`config.mk`:
```
export PLATFORM = sky130hd
export DESIGN_NAME = reorder_buffer
export DESIGN_NICKNAME = d
export VERILOG_FILES = /design/src/rtl/lc3b_types_pkg.sv /design/src/rtl/reorder_buffer.sv
export SDC_FILE = /design/constraint.sdc
export NUM_CORES = 1
export LEC_CHECK = 0
export CAP_MARGIN = 20
export CELL_PAD_IN_SITES_DETAIL_PLACEMENT = 0
export CELL_PAD_IN_SITES_GLOBAL_PLACEMENT = 1
export CORE_MARGIN = 5
export CORE_UTILIZATION = 47
export CTS_CLUSTER_SIZE = 20
export DETAILED_ROUTE_END_ITERATION = 8
export GPL_ROUTABILITY_DRIVEN = 0
export GPL_TIMING_DRIVEN = 0
export HOLD_SLACK_MARGIN = 0.08
export PLACE_DENSITY = 0.87
export SETUP_SLACK_MARGIN = 0.1
export SYNTH_ARGS = -nofsm -noshare
export SYNTH_HDL_FRONTEND = slang
export SYNTH_SLANG_ARGS = --single-unit
```
`constraint.sdc`:
```
create_clock -name clk -period 8.36 [get_ports clk]
set_input_delay 1.672 -clock clk [delete_from_list [all_inputs] [get_ports clk]]
set_output_delay 1.672 -clock clk [all_outputs]
set_load 0.02 [all_outputs]
```
`src/rtl/lc3b_types_pkg.sv`:
```
// Shared LC-3b types for the out-of-order core: reorder buffer entry layout,
// tag type and default geometry.
package lc3b_types;

    localparam int ROB_DEPTH      = 8;
    localparam int ROB_DATA_WIDTH = 16;
    localparam int ROB_REG_WIDTH  = 3;
    localparam int ROB_TAG_WIDTH  = $clog2(ROB_DEPTH);

    typedef logic [ROB_TAG_WIDTH-1:0] lc3b_rob_tag;

    typedef struct packed {
        logic                      valid;
        logic                      done;
        logic                      has_dest;
        logic [ROB_REG_WIDTH-1:0]  dest;
        logic [ROB_DATA_WIDTH-1:0] data;
    } rob_entry_t;

endpackage

```
`src/rtl/reorder_buffer.sv`:
```
// Circular in-order reorder buffer feeding the architectural register file.
// Issue allocates at the tail, the CDB completes entries out of order, and the
// head retires one completed entry per cycle.
// Build option: ROB_CDB_BYPASS_EN lets the operand lookup see the CDB result
// of the current cycle; otherwise lookups see stored state only.
module reorder_buffer
    import lc3b_types::*;
#(
    parameter int DEPTH      = ROB_DEPTH,
    parameter int DATA_WIDTH = ROB_DATA_WIDTH,
    parameter int REG_WIDTH  = ROB_REG_WIDTH,
    localparam int TAG_WIDTH = $clog2(DEPTH)
) (
    input  logic                  clk,
    input  logic                  rst_n,
    input  logic                  alloc_valid,
    input  logic                  alloc_has_dest,
    input  logic [REG_WIDTH-1:0]  alloc_dest,
    output logic                  alloc_ready,
    output logic [TAG_WIDTH-1:0]  alloc_tag,
    input  logic                  cdb_valid,
    input  logic [TAG_WIDTH-1:0]  cdb_tag,
    input  logic [DATA_WIDTH-1:0] cdb_data,
    input  logic [TAG_WIDTH-1:0]  rd_tag,
    output logic                  rd_ready,
    output logic [DATA_WIDTH-1:0] rd_data,
    output logic                  commit_valid,
    output logic                  commit_load,
    output logic [REG_WIDTH-1:0]  commit_dest,
    output logic [DATA_WIDTH-1:0] commit_data,
    output logic [TAG_WIDTH-1:0]  commit_tag,
    input  logic                  flush,
    output logic                  full,
    output logic                  empty
);

    localparam logic [TAG_WIDTH:0]   FULL_COUNT = DEPTH[TAG_WIDTH:0];
    localparam logic [TAG_WIDTH-1:0] TAG_ONE    = {{(TAG_WIDTH-1){1'b0}}, 1'b1};
    localparam logic [TAG_WIDTH:0]   CNT_ONE    = {{TAG_WIDTH{1'b0}}, 1'b1};

    logic [DEPTH-1:0]      valid_q, valid_d;
    logic [DEPTH-1:0]      done_q, done_d;
    logic [TAG_WIDTH-1:0]  head_q, head_d;
    logic [TAG_WIDTH-1:0]  tail_q, tail_d;
    logic [TAG_WIDTH:0]    count_q, count_d;

    // Payload storage is a flop array (multi-ported), never reset.
    logic                  has_dest_q [DEPTH];
    logic [REG_WIDTH-1:0]  dest_q     [DEPTH];
    logic [DATA_WIDTH-1:0] data_q     [DEPTH];

    logic alloc_fire;
    logic cdb_fire;

    // Status flags come only from the registered occupancy count.
    assign full        = (count_q == FULL_COUNT);
    assign empty       = (count_q == '0);
    assign alloc_ready = !full;
    assign alloc_tag   = tail_q;

    // Flush suppresses both allocation and result capture on its edge.
    assign alloc_fire = alloc_valid && !full && !flush;
    assign cdb_fire   = cdb_valid && valid_q[cdb_tag] && !flush;

    // Head retirement view; payload outputs are zero when nothing retires.
    always_comb begin
        commit_valid = valid_q[head_q] && done_q[head_q];
        commit_load  = commit_valid && has_dest_q[head_q];
        commit_dest  = commit_valid ? dest_q[head_q] : '0;
        commit_data  = commit_valid ? data_q[head_q] : '0;
        commit_tag   = commit_valid ? head_q : '0;
    end

    // Operand lookup by tag, optionally bypassing the live CDB.
    always_comb begin
        rd_ready = valid_q[rd_tag] && done_q[rd_tag];
        rd_data  = rd_ready ? data_q[rd_tag] : '0;
`ifdef ROB_CDB_BYPASS_EN
        if (cdb_valid && (cdb_tag == rd_tag) && valid_q[rd_tag]) begin
            rd_ready = 1'b1;
            rd_data  = cdb_data;
        end
`endif
    end

    // Next-state for entry status bits, pointers and occupancy.
    always_comb begin
        valid_d = valid_q;
        done_d  = done_q;
        head_d  = head_q;
        tail_d  = tail_q;
        count_d = count_q;
        if (flush) begin
            // The head retirement on this edge still leaves through commit_*.
            valid_d = '0;
            done_d  = '0;
            head_d  = '0;
            tail_d  = '0;
            count_d = '0;
        end else begin
            if (commit_valid) begin
                valid_d[head_q] = 1'b0;
                head_d          = head_q + TAG_ONE;
            end
            if (cdb_fire) begin
                done_d[cdb_tag] = 1'b1;
            end
            // The tail slot is never valid while allocation is allowed, so
            // this cannot collide with the CDB write above.
            if (alloc_fire) begin
                valid_d[tail_q] = 1'b1;
                done_d[tail_q]  = 1'b0;
                tail_d          = tail_q + TAG_ONE;
            end
            unique case ({alloc_fire, commit_valid})
                2'b10:   count_d = count_q + CNT_ONE;
                2'b01:   count_d = count_q - CNT_ONE;
                default: count_d = count_q;
            endcase
        end
    end

    // Control state registers.
    always_ff @(posedge clk or negedge rst_n) begin
        if (!rst_n) begin
            valid_q <= '0;
            done_q  <= '0;
            head_q  <= '0;
            tail_q  <= '0;
            count_q <= '0;
        end else begin
            valid_q <= valid_d;
            done_q  <= done_d;
            head_q  <= head_d;
            tail_q  <= tail_d;
            count_q <= count_d;
        end
    end

    // Entry payload capture at allocation and at writeback.
    always_ff @(posedge clk) begin
        if (alloc_fire) begin
            has_dest_q[tail_q] <= alloc_has_dest;
            dest_q[tail_q]     <= alloc_dest;
        end
        if (cdb_fire) begin
            data_q[cdb_tag] <= cdb_data;
        end
    end

endmodule
```
-- Word level (Yosys, flattened, before mapping)
Memory sizes are Yosys's and may differ from the RTL's.
Index checks and enable logic that the tools add are counted.
- output and inout bits: 47
- memories kept: 3
- RAM bits: 160
- word-level logic and storage cells: 82
- flip-flop bits (word level): 26
- equality and inequality tests: 3
- mux-type cells: 38
- reduce and logical (&&, ||, !) cells: 16
- order comparisons: 7
- bitwise operators: 6
- add/sub/neg operators: 4
- memory list (name ; words ; width ; read ports ; clocked after Yosys merged registers in ; wr ports ; line ; source):
    data_q ; 8 ; 16 ; 2 ; 0 ; 1 ; reorder_buffer.sv:50 ; logic [DATA_WIDTH-1:0] data_q [DEPTH];
    dest_q ; 8 ; 3 ; 1 ; 0 ; 1 ; reorder_buffer.sv:49 ; logic [REG_WIDTH-1:0] dest_q [DEPTH];
    has_dest_q ; 8 ; 1 ; 1 ; 0 ; 1 ; reorder_buffer.sv:48 ; logic has_dest_q [DEPTH];
- operator list (operator ; number):
    8-bit two-way mux ; 8
    16-bit two-way mux ; 2
    3-bit two-way mux ; 6
    8-bit bitwise AND ; 2
    3-bit by 4-bit < comparator with 1-bit output, second input constant ; 4
    8-bit inverter ; 2
    8-bit OR ; 2
    1-bit binary-select mux with 3-bit select ; 5
    1-bit two-way mux ; 12
    1-bit logical AND ; 10
    1-bit demux with 3-bit select ; 3
    3-bit by 1-bit >= comparator with 1-bit output, second input constant ; 3
    4-bit case mux with 2 select lines ; 1
    3-bit by 1-bit adder with 3-bit output, second input constant ; 2
    4-bit by 1-bit adder with 4-bit output, second input constant ; 1
    4-bit == test, second input constant ; 1
    4-bit zero test ; 1
    4-bit two-way mux ; 1
    2-bit nonzero test ; 2
    4-bit by 1-bit subtractor with 4-bit output, second input constant ; 1
    3-bit nonzero test ; 1
    2-bit by 1-bit == test with 1-bit output, second input constant ; 1
    2-bit == test, second input constant ; 1
    1-bit zero test ; 2

-- Depth between registers and ports, before layout
- word-level depth: 11
- mapped depth: 11
- depth with buffers taken out: 10

-- Least setup slack after synthesis
OpenSTA, ideal clock, no wires.
- path kind: in2out
- start: input port rd_tag[0]
- end: output port rd_data[10]
- setup slack: 3358 ps
- buffers on the path: 2
- arrival: 3330 ps
- stages on the path: 5
- data required time: 6688 ps
- path through: clkbuf_1 -> mux4_2 -> mux2_2 -> buf_1 -> nor2_1
- longest elaborated chain between the ends: 4
- elaborated cells on any way between the ends: 7
- ends and longest elaborated chain (item ; line ; source):
    from (decl) ; reorder_buffer.sv:24 ; input logic [TAG_WIDTH-1:0] rd_tag,
    1-bit binary-select mux with 3-bit select ; reorder_buffer.sv:76 ; rd_ready = valid_q[rd_tag] && done_q[rd_tag];
    1-bit two-way mux (not written as such) ; reorder_buffer.sv:76 ;
    1-bit logical AND ; reorder_buffer.sv:76 ;
    16-bit two-way mux * ; reorder_buffer.sv:77 ; rd_data = rd_ready ? data_q[rd_tag] : '0;
    to (decl) ; reorder_buffer.sv:26 ; output logic [DATA_WIDTH-1:0] rd_data,
Every way passes the cells marked *; elsewhere a longest branch is shown, timed or not. The select of a mux whose other input is x is not followed.

-- Worst setup path in the final report
- start: input port rd_tag[0]
- end: output port rd_data[13]
Same word-level chain as after synthesis.

==> run metrics <==
Synth area leader edfxtp_1; nets 680; Skew-Pair Late Insertion Delay 0.43 ns; standard-cell rows 49; highest clock rate 166.0 MHz; detailed placement HPWL 14.78 mm; number of global-route vias before repair 5607; die height 145.9 um; worst slew pin tran 1.122 ns; RSZ-0062 raised after global routing false; floorplan core area 18090 um2; Fin. Hold Viols 0; ys async rst share 0.1398; Area growth, synth to finish 20.25%; Final setup viols 0; r2r worst-path depth 11; Clock Root Buffer clkbuf_16; synthesized area 8686 um2; Leak 3.452 nW; worst reg2reg startpoint head_q[1]$_DFFE_PN0P_; setup TNS 0 ns; status completed; design area 10450 um2; final wirelength approximately 21 mm; CTS tree built; maximum VDD drop 0.1509 mV; Mapped Avg Cell Area ~16 um2; Chip Width 145.9 um; count leader, synth edfxtp_1; Post-Syn Nets 578; antenna violations before repair 1; clk sinks 186; Pins Over Slew Limit 0; worst setup margin 2.336 ns; drt first pass iters 7; dpl cells 855; CTS buffer count 17; post-synth top area share 0.5532; worst rel slew slack 0.2465; setup slack, reg-to-reg 5.25 ns; Critical Path RT about 6.7 ns; EDFF count, synth 160; pre-CTS setup slack around 2.3 ns; gr usage total 0.2017; top cells by instance count after synthesis edfxtp_1, mux4_2, nand2_1; DR WL/cell 23.76 um; initial drt markers 818; synthesized instance count roughly 540; post_cts resized 0; placed cell areas 9866 um2; PwrDens ~180 nW/um2; library cells used by synthesis 47; ys flop type edfxtp_1; initial core utilization 0.4802; H-tree levels 4; vias per inst 6.145; Setup Buffers After CTS 0; final clock skew 0.005977 ns; hold slack 0.5028 ns; Residual DRC 0; post-route minimum period 6.024 ns; arrival time worst endpoint 4.35 ns; register bit total from synthesis 186; most area-consuming cells after synthesis edfxtp_1, mux4_2, dfrtp_1; clock tree buffer depth 2; Critical R2R Capture count_q[3]$_DFFE_PN0P_; Max-cap violations 0; final core occ 0.5775; layout cells sized above 1 0.2143; grt ovf 0; Hold Crit Class flip-flop to flip-flop; first-pass GRT wire length ~32 mm; vias between 5k and 6k; die area 21300 um2; largest net degree at the start of global routing 19; Design Power 1.896 mW; io pins 78; yosys warns 0; CTS clk-pin slew, worst paths 0.07 ns; Critical Path Sink Type output port; top fanout value on the critical path 10; Worst setup SP type primary input; antenna-violating nets left 0; input/output buffers 74; crit path launch rd_tag[0]; crit path kind primary input to output port; Final period util 0.7206; CP Capture Point rd_data[13]; part of the Yosys area used for sequential elements 0.6281; cts hold-fix bufs 0; Finished Layout Cells 888
-- logic make-up (layout without fill, tap and decap cells) --
kind of cell / count (synthesis) / after routing / share of synthesized area
XOR/XNOR: 4 / 4 / 0.004034
buffers and inverters: 46 / 161 / 0.02146
AND/OR/NAND/NOR: 138 / 138 / 0.06914
other: 0 / 1 / 0
multiplexers: 96 / 96 / 0.2223
AO/OA/AOI/OAI: 69 / 69 / 0.04927
flip-flops: 186 / 186 / 0.6281
adder cells (fa/ha/maj): 4 / 4 / 0.005762
-- critical path, cell delays in order --
cell and delay [ns]:
clkbuf_1 0.46, mux4_2 0.59, mux2_2 0.39, buf_1 0.33, nor2_1 0.27, clkdlybuf4s50_1 0.64
-- sequential cells by signal, summed over array words and instances, names as in the netlist --
name and flops:
has_dest_q 8, dest_q 24, valid_q 8, data_q 128, count_q 4, head_q 3, done_q 8, alloc_tag 3
-- cells in the final DEF, fill, tap and decap left out, types with 5 or more instances in the layout --
cell type,netlist,layout
clkdlybuf4s50_1,0,74
buf_2,8,8
nor2_2,0,6
inv_6,0,7
nand3_1,9,9
o21ai_0,7,7
nor2_1,44,38
buf_8,0,7
nand2_1,55,55
mux4_2,77,77
nand2b_1,5,5
clkbuf_16,0,17
o21a_1,6,6
buf_1,5,5
a21oi_1,35,35
clkbuf_1,20,21
nor3_1,10,8
inv_1,7,7
edfxtp_1,160,160
mux2i_1,17,17
dfrtp_1,26,26
-- metal layers --
| metal | part of all wire | global-route usage |
|---|---|---|
| met1 | 0.39 | 0.2703 |
| met2 | 0.51 | 0.3375 |
| met3 | 0.084 | 0.04485 |
| met4 | 0.015 | 0.05271 |
| met5 | 0 | 0 |
-- how the worst min path moves through the flow --
stage | from | end | cells after the start
after floorplan | done_q[6]$_DFF_PN0_ | done_q[6]$_DFF_PN0_ | 1
after global placement | done_q[4]$_DFF_PN0_ | done_q[4]$_DFF_PN0_ | 1
after detailed placement | done_q[4]$_DFF_PN0_ | done_q[4]$_DFF_PN0_ | 1
after CTS | done_q[4]$_DFF_PN0_ | done_q[4]$_DFF_PN0_ | 1
after global routing | done_q[4]$_DFF_PN0_ | done_q[4]$_DFF_PN0_ | 1
final | done_q[4]$_DFF_PN0_ | done_q[4]$_DFF_PN0_ | 1
-- area by class of cell --
| type | instances | area, um2 |
|---|---|---|
| Antenna cell | 1 | 2.502 |
| Buffer | 34 | 141.4 |
| Clock buffer | 18 | 429.2 |
| Clock inverter | 14 | 147.6 |
| Fill cell | 1327 | 7641 |
| Inverter | 12 | 45.04 |
| Multi-Input combinational cell | 311 | 3069 |
| Sequential cell | 186 | 5455 |
| Tap cell | 229 | 286.5 |
| Timing Repair Buffer | 83 | 868.3 |
-- where the power goes --
| group | total (mW) | leakage [nW] | internal (mW) | switching [mW] |
|---|---|---|---|---|
| logic | 0.0926 | 1.37 | 0.0424 | 0.0502 |
| clock network | 0.786 | 0.281 | 0.423 | 0.364 |
| registers | 1.02 | 1.80 | 1.01 | 0.00450 |
| total | 1.90 | 3.45 | 1.48 | 0.418 |
Note: power is estimated with default switching activity, not from simulation.
